File: src/rtl/div_pkg.sv
// Shared definitions for the restoring divider: controller state encoding and default operand width.
// Latency: none (declarations only).
// Backpressure: none (declarations only).
package div_pkg;

  // Default operand width; controller and datapath must agree on it.
  localparam int DIV_SIZE = 32;

  // Controller state encoding, 3-bit binary.
  localparam logic [2:0] ST_IDLE  = 3'd0;
  localparam logic [2:0] ST_CHECK = 3'd1;
  localparam logic [2:0] ST_NORM  = 3'd2;
  localparam logic [2:0] ST_CMP   = 3'd3;
  localparam logic [2:0] ST_SHIFT = 3'd4;
  localparam logic [2:0] ST_DONE  = 3'd5;

  typedef enum logic [2:0] {
    IDLE  = ST_IDLE,
    CHECK = ST_CHECK,
    NORM  = ST_NORM,
    CMP   = ST_CMP,
    SHIFT = ST_SHIFT,
    DONE  = ST_DONE
  } state_t;

endpackage

File: src/rtl/divider_ctrl.sv
// Sequencing FSM for the restoring long-division datapath (start/done handshake, div-by-zero, abort).
// Latency: done in cycle 3k+5 after the start edge (k = normalisation shifts), cycle 2 for divisor 0.
// Backpressure: start is sampled only in IDLE; start while busy is ignored, abort wins over everything.
module divider_ctrl
  import div_pkg::*;
#(
  parameter int SIZE = DIV_SIZE
) (
  input  logic clk,
  input  logic reset,
  input  logic start,
  input  logic abort,
  output logic busy,
  output logic done,
  output logic err_div0,
  output logic init,
  output logic left,
  output logic right,
  output logic sub,
  input  logic cnt_is_0,
  input  logic divisor_is_0,
  input  logic dvsr_le_rem,
  input  logic shifted_divisor_MSB
);

  localparam int CNT_W = $clog2(SIZE);
  // A nonzero divisor reaches its MSB after at most SIZE-1 left shifts.
  localparam logic [CNT_W:0] SHIFT_MAX = (CNT_W + 1)'(SIZE - 1);

  state_t           state_q;
  state_t           state_d;
  logic             err_q;
  logic [CNT_W:0]   shift_cnt_q;
  logic             can_left;

  // Normalisation continues while the divisor fits under the remainder and has headroom.
  // The shift-count cap only matters if the MSB flag never rises; it bounds NORM regardless.
  assign can_left = !shifted_divisor_MSB && dvsr_le_rem && (shift_cnt_q != SHIFT_MAX);

  assign busy     = (state_q != IDLE);
  assign done     = (state_q == DONE);
  assign err_div0 = err_q;

  // State register; an asserted reset drops straight to IDLE mid-operation.
  always_ff @(posedge clk or negedge reset) begin
    if (!reset) begin
      state_q <= IDLE;
    end else begin
      state_q <= state_d;
    end
  end

  // Divide-by-zero flag: cleared when a new operation is accepted, set on the CHECK exit to DONE.
  // The left-shift counter restarts on every accepted operation.
  always_ff @(posedge clk or negedge reset) begin
    if (!reset) begin
      err_q       <= 1'b0;
      shift_cnt_q <= '0;
    end else begin
      if (init) begin
        err_q       <= 1'b0;
        shift_cnt_q <= '0;
      end else begin
        if (state_q == CHECK && divisor_is_0 && !abort) begin
          err_q <= 1'b1;
        end
        if (left) begin
          shift_cnt_q <= shift_cnt_q + 1'b1;
        end
      end
    end
  end

  // Next state and datapath controls; at most one control is high because each is owned by one state.
  always_comb begin
    state_d = state_q;
    init    = 1'b0;
    left    = 1'b0;
    right   = 1'b0;
    sub     = 1'b0;
    unique case (state_q)
      IDLE: begin
        if (start) begin
          init    = 1'b1;
          state_d = CHECK;
        end
      end
      CHECK: begin
        state_d = divisor_is_0 ? DONE : NORM;
      end
      NORM: begin
        if (can_left) begin
          left = 1'b1;
        end else begin
          state_d = CMP;
        end
      end
      CMP: begin
        sub     = dvsr_le_rem;
        state_d = SHIFT;
      end
      SHIFT: begin
        if (cnt_is_0) begin
          state_d = DONE;
        end else begin
          right   = 1'b1;
          state_d = CMP;
        end
      end
      DONE: begin
        state_d = IDLE;
      end
      default: begin
        state_d = IDLE;
      end
    endcase
    // Abort overrides every transition and suppresses operand loading.
    if (abort) begin
      state_d = IDLE;
      init    = 1'b0;
    end
  end

endmodule

File: config.mk
export PLATFORM = sky130hd
export DESIGN_NAME = divider_ctrl
export DESIGN_NICKNAME = d
export VERILOG_FILES = /design/src/rtl/div_pkg.sv /design/src/rtl/divider_ctrl.sv
export SDC_FILE = /design/constraint.sdc
export NUM_CORES = 1
export LEC_CHECK = 0
export ABC_AREA = 1
export BUFFER_PORTS_ARGS = -buffer_cell sky130_fd_sc_hd__buf_2
export CAP_MARGIN = 20
export CORE_AREA = 5 5 42 44
export DETAILED_ROUTE_END_ITERATION = 7
export DIE_AREA = 0 0 47 49
export PLACE_DENSITY = 0.73
export SLEW_MARGIN = 0
export SYNTH_ARGS = -nofsm -noshare
export SYNTH_HDL_FRONTEND = slang
export SYNTH_SLANG_ARGS = --single-unit
File: constraint.sdc
create_clock -name clk -period 2.3 [get_ports clk]
set_input_delay 0.46 -clock clk [delete_from_list [all_inputs] [get_ports clk]]
set_output_delay 0.46 -clock clk [all_outputs]
set_load 0.05 [all_outputs]
Word-level counts from Yosys, hierarchy flattened. Cells that the tools add are included.

Register bits after elaboration: 10. Input bits: 8. Output and inout port bits: 7. Word-level logic and storage cells: 41.

Add/sub/neg operators: 1. Equality and inequality tests: 8. Multiplexer cells: 18. Reduce and logical (&&, ||, !) cells: 11.

Operators with widths (count): $mux 3 (5); $pmux 3 s5 (1); $mux 6 (2); $mux 1 (10); $add 6x1->6 const B (1); $eq 3x2->1 const B (2); $eq 3x3->1 const B (2); $ne 3x3->1 const B (2); $ne 6x5->1 const B (1); $logic_and 1x1->1 (4); $reduce_bool 2->1 (2); $eq 3x1->1 const B (1); $logic_not 3->1 (1); $reduce_bool 3->1 (1); $logic_not 1->1 (2); $reduce_and 2->1 (1).

Depth between registers and ports, before layout. Gate-level depths: netlist of run 1.

Word-level depth: 7. Depth in mapped cells: 7. Gate-level depth less buffers: 7.

Worst setup path before layout of run 1. Ideal clock, no wire load.

Kind: register to output. Start point: register state_q[2]. End point: output port sub. Arrival time: 1.628 ns. Required time: 1.840 ns. Setup slack: 0.212 ns. Cell stages (with the launch flop): 4. Buffers on the path: 0. Cell sequence: dfrtp_1 inv_2 nand2_2 nor3_1.

Word-level cells in the longest chain between the ends: 2.

Ends and longest elaborated chain: start, declared (RTL line divider_ctrl.sv:30) `state_t state_q;`; start signal, assigned (RTL line divider_ctrl.sv:49) `state_q <= state_d;`; $eq 3x2->1 (RTL line divider_ctrl.sv:81) `unique case (state_q)`; $mux 1 (RTL line divider_ctrl.sv:81); end, declared (RTL line divider_ctrl.sv:19) `output logic sub,`.

No other way between the ends.

Final worst setup path of run 1.
Start point: register state_q[1]. End point: output port init.

Word-level cells in the longest chain between the ends: 3.

Ends and longest elaborated chain: $logic_not 3->1 (RTL line divider_ctrl.sv:81); $mux 1 (RTL line divider_ctrl.sv:81); $mux 1 (RTL line divider_ctrl.sv:118) `if (abort) begin`; end, declared (RTL line divider_ctrl.sv:16) `output logic init,`.

No other way between the ends.

==> impl_metrics.json, run 1 <==
{
  "rows": 14,
  "ios": 15,
  "yosys.area.top_type": "dfrtp_1",
  "rr_endpoint": "shift_cnt_q[2]$_DFFE_PN0P_",
  "wl_mm": 1.34,
  "cts_resized": 0,
  "crit_end": "init",
  "drive_gt1_share_pct": 26.7,
  "final_net_count": 115,
  "ant_nets": 0,
  "die-area_mm2": 0.00230,
  "syn-instance-count": 88,
  "hold_path.class": "in -> async",
  "cts_root_buf": "clkbuf_4",
  "drt-pass1-iter-count": 4,
  "required_ns": 1.84,
  "tritoncts": "built",
  "period_minus_slack_ns": 2.11,
  "routabilityCongestion": 0.805,
  "startpoint": "state_q[1]$_DFFE_PN0P_",
  "nFillCells": 137,
  "cts.sinks": 10,
  "num_vias": 605,
  "hold_violations": 0,
  "finalMaxSlewViolations": 0,
  "seq_area_frac_synth_pct": 39.0,
  "p_leak_uw": 0.000408,
  "layout_setup_ws_ns": 0.186,
  "cp-end-kind": "output port",
  "portBuffers": 14,
  "async_flop_share_pct": 100,
  "clock_latency_ns": 0.26,
  "yosys_warnings": 0,
  "cts_buffers": 3,
  "crit_arrival_ns": 1.65,
  "synth.avg_cell_area_um2": 7.29,
  "critPathMaxFanout": 12,
  "setup_tns_ns": 0,
  "post-route-util_pct": 54.0,
  "yosys-top-cells-area": "dfrtp_1 39%, nand3_1 12%, nand2_1 11%",
  "clock.fmax_mhz": 473,
  "synth_top_flop_cell": "dfrtp_1",
  "grt_pass1_wl_mm": 2.30,
  "clk_pin_slew_ns": 0.07,
  "finalCritPeriodShare_pct": 91.9,
  "areaGrowthSynthToFinish_pct": 17.9,
  "gr-total-overflow": 0,
  "power.density_mw_per_mm2": 675,
  "drt_iter0_markers": 10,
  "worst-setup-path-type": "reg -> out",
  "worstRegToRegCells": 4,
  "h-tree-depth": 1,
  "synth_top_area_share_pct": 39.0,
  "ys_ff_latch": 10,
  "power_uw": 511,
  "timing.rr.start": "state_q[1]$_DFFE_PN0P_",
  "core_mm2": 0.00140,
  "yosysMostFrequentCell": "nand2_1",
  "outcome": "finished clean",
  "grt_pass1_vias": 548,
  "initial_core_util_pct": 45.8,
  "maxCapViolCount": 0,
  "worst_slew_pin_slew_ns": 0.314,
  "fin_skew_ns": 0.00222,
  "synth_cell_types": 20,
  "grt_antenna_before_repair": 0,
  "r2r_setup_slack_ns": 0.93,
  "synth-edff-count": 0,
  "synthesis.nets": 97,
  "cp-start-kind": "flip-flop",
  "setup_viol": 0,
  "synth_common_cells": "18 x nand2_1, 15 x nand3_1, 14 x nor2_1, 10 x dfrtp_1, 7 x inv_1",
  "clockBufferDepth": 2,
  "rsz0062_at_grt": "false",
  "diodes": 0,
  "dp_hpwl_mm": 1.04,
  "viasPerCell": 5.00,
  "grt_max_degree": 13,
  "post_cts_buffers": 0,
  "max_slew_margin_pct": 79.0,
  "wl_per_cell_um": 11.1,
  "ir_worst_vdd_uv": 409,
  "pre_cts_ws_ns": 0.479,
  "die_x_um": 47,
  "cts_hold_buf": 0,
  "synth_area_um2": 642,
  "dieHeight_um": 49,
  "drc": 0,
  "grtUsageTotal_pct": 13.5
}
## sequential cells by signal (all words and copies together), names as in the netlist
name	cells
err_div0	1
shift_cnt_q	6
state_q	3
## cell usage in the layout, fill, tap and decap left out
cell	n
inv_2	3
buf_2	14
nand4_1	1
o21ai_1	1
dfrtp_1	10
nand3b_1	1
nor3_1	3
nor2_1	14
nand4_2	1
clkbuf_8	1
inv_1	7
xor2_1	1
clkbuf_4	3
a21oi_1	2
ha_1	1
nand2_2	2
nand2_1	18
nor2_2	2
nand3_1	15
o21ai_0	1
nor2_4	2
xnor2_1	2
## cell type report
class / count / area, um2 / area share (%)
multi-input combinational: 67 / 343 / 45.3
sequential: 10 / 250 / 33.1
timing repair buffer: 14 / 70.1 / 9.26
inverter: 10 / 37.5 / 4.96
clock buffer: 4 / 36.3 / 4.79
tap: 16 / 20.0 / 2.64
## worst max-delay path, cell delays in order, from the launching register on
cell and delay (ns):
dfrtp_1 0.42, nor2_2 0.27, nand4_2 0.31, inv_2 0.12, buf_2 0.27
## power breakdown
| group | switching, uW | total, uW | internal [uW] |
|---|---|---|---|
| clock | 61.9 | 158 | 96.0 |
| combinational | 109 | 146 | 37.1 |
| sequential | 14.9 | 206 | 191 |
| total | 186 | 511 | 325 |
## layer usage
layer  wire [um]  global-route usage (%)  vias to the layer above
met5           0                       0                        -
met4          14                    5.53                        0
met3          57                    3.32                        2
met2         664                    19.0                       14
met1         606                    19.1                      268
li1            -                       -                      321
## cell families after synthesis
group / synth area share, %
AO/OA/AOI/OAI: 3.12
XOR/XNOR: 4.09
adder cells (fa/ha/maj): 1.95
buffers and inverters: 7.60
flip-flops: 39.0
AND/OR/NAND/NOR: 44.2
## worst min-delay path by stage
stage | start | endpoint | slack [ns] | cells after the start
CTS | reset | shift_cnt_q[0]$_DFFE_PN0P_ | 0.05 | 1
global placement | reset | state_q[2]$_DFFE_PN0P_ | 0.33 | 1
finish | reset | state_q[2]$_DFFE_PN0P_ | 0.05 | 1
detailed placement | reset | state_q[2]$_DFFE_PN0P_ | 0.33 | 1
floorplan | reset | err_div0$_DFFE_PN0P_ | 0.16 | 0
global route | reset | state_q[2]$_DFFE_PN0P_ | 0.05 | 1
## through the flow
stage,hold slack [ns],instances,instance area [um2]
detailed placement,0.335,117,721
finish,0.0456,121,757
global placement,0.332,117,721
global route,0.0455,121,757
floorplan,0.164,88,642
CTS,0.0490,121,757
Note: power is estimated with default switching activity, not from simulation.
==> run 2: changes to the inputs <==
PLACE_DENSITY = default   (was 0.73)
PLACE_DENSITY_LB_ADDON = 0.3   (was default)
clock period = 2.5 ns   (was 2.3 ns; I/O delays follow)
==> run 2 against run 1 <==
Effect of this change:
- global-route usage decreased by 0.27 points
- power decreased by 7.8%
- setup slack improved by 0.16 ns
- worst hold slack improved by 0.033 ns
- critical endpoint unchanged
- utilization unchanged
- register-to-register slack improved by 0.21 ns
- clock-buffer cell count unchanged
- non-clock buffer count unchanged
- sequential share of layout area unchanged
- cell area unchanged
- critical path depth unchanged
==> impl_metrics.json, run 2 (same netlist as run 1, synthesis figures left out) <==
{
  "critPathMaxFanout": 12,
  "cts_buffers": 3,
  "initial_core_util_pct": 45.8,
  "r2r_setup_slack_ns": 1.14,
  "regArea_um2": 250,
  "rows": 14,
  "setup_viol": 0,
  "setup_tns_ns": 0,
  "fin_skew_ns": 0.00140,
  "grt_antenna_before_repair": 0,
  "cts_hold_buf": 0,
  "nFillCells": 142,
  "diodes": 0,
  "core_mm2": 0.00140,
  "cts_root_buf": "clkbuf_4",
  "gr-total-overflow": 0,
  "cts_resized": 0,
  "viasPerCell": 4.99,
  "portBuffers": 14,
  "tritoncts": "built",
  "max_slew_margin_pct": 78.8,
  "layout_commonest_cell": "nand2_1",
  "dp_hpwl_mm": 1.02,
  "worstRegToRegCells": 4,
  "drt_iter0_markers": 12,
  "clockBufferDepth": 2,
  "largest_register_ffs": 6,
  "cts.sinks": 10,
  "final_net_count": 115,
  "maxCapViolCount": 0,
  "clock_latency_ns": 0.26,
  "outcome": "finished clean",
  "top_register": "shift_cnt_q",
  "grt_pass1_vias": 545,
  "rsz0062_at_grt": "false",
  "finalMaxSlewViolations": 0,
  "p_leak_uw": 0.000408,
  "clock.fmax_mhz": 465,
  "wl_mm": 1.29,
  "num_vias": 604,
  "grt_pass1_wl_mm": 2.23,
  "placed_area_um2": 721,
  "ir_worst_vdd_uv": 384,
  "dieHeight_um": 49,
  "post_cts_buffers": 0,
  "die-area_mm2": 0.00230,
  "worst_slew_pin_slew_ns": 0.318,
  "drt-pass1-iter-count": 4,
  "timing.rr.start": "state_q[1]$_DFFE_PN0P_",
  "die_x_um": 47,
  "grtUsageTotal_pct": 13.2,
  "final_cell_mix": "18 x nand2_1, 15 x nand3_1, 14 x nor2_1, 14 x buf_2, 10 x dfrtp_1",
  "power_uw": 471,
  "worst-setup-path-type": "reg -> out",
  "power.density_mw_per_mm2": 622,
  "hold_violations": 0,
  "period_minus_slack_ns": 2.15,
  "areaGrowthSynthToFinish_pct": 17.9,
  "multi_input_area_um2": 343,
  "fin_area_um2": 757,
  "drc": 0,
  "required_ns": 2.00,
  "cp-end-kind": "output port",
  "clk_pin_slew_ns": 0.07,
  "cp-start-kind": "flip-flop",
  "wl_per_cell_um": 10.6,
  "hold_path.class": "in -> async",
  "rr_endpoint": "shift_cnt_q[0]$_DFFE_PN0P_",
  "finalHoldWorstSlack_ns": 0.0783,
  "ant_nets": 0,
  "finalCritPeriodShare_pct": 86.1,
  "crit_arrival_ns": 1.65,
  "routabilityCongestion": 0.798,
  "ios": 15,
  "h-tree-depth": 1,
  "grt_max_degree": 13,
  "drive_gt1_share_pct": 26.7
}
run 2: cell counts in the layout (fill, tap and decap cells not counted):
Identical to the previous run, type by type.
run 2: worst max path at each step:
stage / startpoint / endpoint / cells after the start / slack, ns
2_1_floorplan: state_q[2]$_DFFE_PN0P_ / sub / 3 / 0.37
3_3_place_gp: abort / init / 5 / 0.62
3_5_place_dp: abort / init / 5 / 0.60
4_1_cts: state_q[1]$_DFFE_PN0P_ / init / 4 / 0.34
5_1_grt: state_q[1]$_DFFE_PN0P_ / init / 4 / 0.20
6_report: state_q[1]$_DFFE_PN0P_ / init / 4 / 0.35
run 2: metrics by stage:
step	setup WS, ns	util (%)	instances
after floorplan	0.372	-	88
after global placement	0.625	51.4	117
after detailed placement	0.602	51.4	117
after CTS	0.336	54.0	121
after global routing	0.204	54.0	121
final	0.348	54.0	121
run 2: final cells by class:
class                      count  share of cell area, %
tap                           16                   2.64
inverter                      10                   4.96
clock buffer                   4                   4.79
sequential                    10                   33.1
multi-input combinational     67                   45.3
timing repair buffer          14                   9.26
run 2: worst max-delay path, stage by stage, from the launching register on:
cell and delay, ns:
dfrtp_1 0.42, nor2_2 0.26, nand4_2 0.31, inv_2 0.13
buf_2 0.27
run 2: metal layers:
metal | wire length [um] | vias to the layer above | GRT usage, %
li1 | - | 316 | -
met1 | 582 | 274 | 16.9
met2 | 627 | 12 | 19.7
met3 | 63 | 2 | 3.32
met4 | 11 | 0 | 6.91
met5 | 0 | - | 0
run 2: power breakdown:
group,switching [uW],internal [uW],total (uW)
Clock,60.4,88.4,149
Combinational,99.2,34.1,133
Sequential,12.9,176,189
==> run 3: changes to the inputs <==
CORE_AREA = default   (was 5 5 42 44)
CORE_MARGIN = 5   (was default)
CORE_UTILIZATION = 38   (was default)
DIE_AREA = default   (was 0 0 47 49)
SKIP_CTS_REPAIR_TIMING = 1   (was default)
SKIP_LAST_GASP = 1   (was default)
==> run 3 against run 2 <==
Effect of this change:
- non-clock buffer count did not move
- sequential share of layout area is the same
- setup slack worse by 0.0065 ns
- maximum frequency decreased by 0.30%
- via count rose by 1.7%
- clock skew grew 0.0012 ns
- highest routed layer unchanged
==> impl_metrics.json, run 3 (same netlist as run 1, synthesis figures left out) <==
{
  "outcome": "finished clean",
  "layout_commonest_cell": "nand2_1",
  "dp_hpwl_mm": 1.05,
  "final_net_count": 115,
  "ant_nets": 0,
  "clockBufferDepth": 2,
  "hold_path.class": "in -> async",
  "die_x_um": 51.1,
  "largest_register_ffs": 6,
  "portBuffers": 14,
  "required_ns": 2.00,
  "post-route-util_pct": 48.6,
  "num_vias": 614,
  "finalMaxSlewViolations": 0,
  "startpoint": "state_q[1]$_DFFE_PN0P_",
  "ios": 15,
  "worst-setup-path-type": "reg -> out",
  "worst_slew_pin_slew_ns": 0.335,
  "hold_violations": 0,
  "fin_area_um2": 757,
  "cp-end-kind": "output port",
  "grt_pass1_vias": 555,
  "power.density_mw_per_mm2": 628,
  "period_minus_slack_ns": 2.16,
  "gr-total-overflow": 0,
  "finalCritPeriodShare_pct": 86.3,
  "drc": 0,
  "tritoncts": "built",
  "diodes": 0,
  "grt_max_degree": 13,
  "grtUsageTotal_pct": 12.1,
  "crit_arrival_ns": 1.66,
  "maxCapViolCount": 0,
  "power_uw": 475,
  "rows": 14,
  "areaGrowthSynthToFinish_pct": 17.9,
  "ir_worst_vdd_uv": 368,
  "dieHeight_um": 51.1,
  "rsz0062_at_grt": "false",
  "grt_antenna_before_repair": 0,
  "routabilityCongestion": 0.814,
  "viasPerCell": 5.07,
  "worstRegToRegCells": 4,
  "wl_per_cell_um": 11.5,
  "grt_pass1_wl_mm": 2.42,
  "clock_latency_ns": 0.27,
  "drive_gt1_share_pct": 26.7,
  "max_slew_margin_pct": 77.6,
  "timing.rr.start": "state_q[1]$_DFFE_PN0P_",
  "top_register": "shift_cnt_q",
  "fin_skew_ns": 0.00259,
  "clock.fmax_mhz": 463,
  "cts_root_buf": "clkbuf_4",
  "critPathMaxFanout": 12,
  "core_mm2": 0.00156,
  "setup_viol": 0,
  "cts_buffers": 3,
  "p_leak_uw": 0.000408,
  "drt_iter0_markers": 9,
  "final_cell_mix": "18 x nand2_1, 15 x nand3_1, 14 x nor2_1, 14 x buf_2, 10 x dfrtp_1",
  "cts.sinks": 10,
  "placed_area_um2": 721,
  "clk_pin_slew_ns": 0.07,
  "layout_setup_ws_ns": 0.342,
  "cp-start-kind": "flip-flop",
  "setup_tns_ns": 0,
  "drt-pass1-iter-count": 4,
  "pre_cts_ws_ns": 0.583,
  "nFillCells": 166,
  "h-tree-depth": 1,
  "wl_mm": 1.39,
  "initial_core_util_pct": 41.2,
  "die-area_mm2": 0.00261
}
==> run 3: cell type report <==
type                    count  area (um2)  area share (%)
clock buffers               4        36.3            4.79
inverters                  10        37.5            4.96
multi-input cells          67         343            45.3
flip-flops and latches     10         250            33.1
well taps                  16        20.0            2.64
repair buffers             14        70.1            9.26
==> run 3: final timing paths <==
check | end | slack, ns
setup reg to reg | shift_cnt_q[0]$_DFFE_PN0P_ | 1.12
min in group clk | state_q[1]$_DFFE_PN0P_ | 0.44
hold / removal | state_q[2]$_DFFE_PN0P_ | 0.08
setup / recovery | init | 0.34
max in group asynchronous | shift_cnt_q[5]$_DFFE_PN0P_ | 2.22
hold reg to reg | err_div0$_DFFE_PN0P_ | 0.52
==> run 3: stage by stage <==
stage | hold slack, ns | instances
3_5_place_dp | 0.378 | 117
4_1_cts | 0.0791 | 121
6_report | 0.0770 | 121
2_1_floorplan | 0.204 | 88
5_1_grt | 0.0810 | 121
3_3_place_gp | 0.375 | 117
==> run 3: per-layer routing <==
metal / up-vias / share of wire (%) / global-route usage [%]
met1: 276 / 49 / 16.9
met2: 13 / 44 / 17.6
li1: 320 / - / -
met5: - / 0 / 0
met3: 5 / 4.7 / 2.03
met4: 0 / 2.4 / 6.73
==> run 3: report_power, final <==
| group | switching, uW | total, uW | internal [uW] |
|---|---|---|---|
| Clock | 63.3 | 152 | 88.6 |
| Combinational | 99.9 | 134 | 34.1 |
| Sequential | 13.2 | 189 | 176 |
| Total | 176 | 475 | 299 |
==> run 3: worst max-delay path, stage by stage, from the launching register on <==
cell and delay, ns:
dfrtp_1 0.42, nor2_2 0.24, nand4_2 0.32, inv_2 0.13
buf_2 0.27
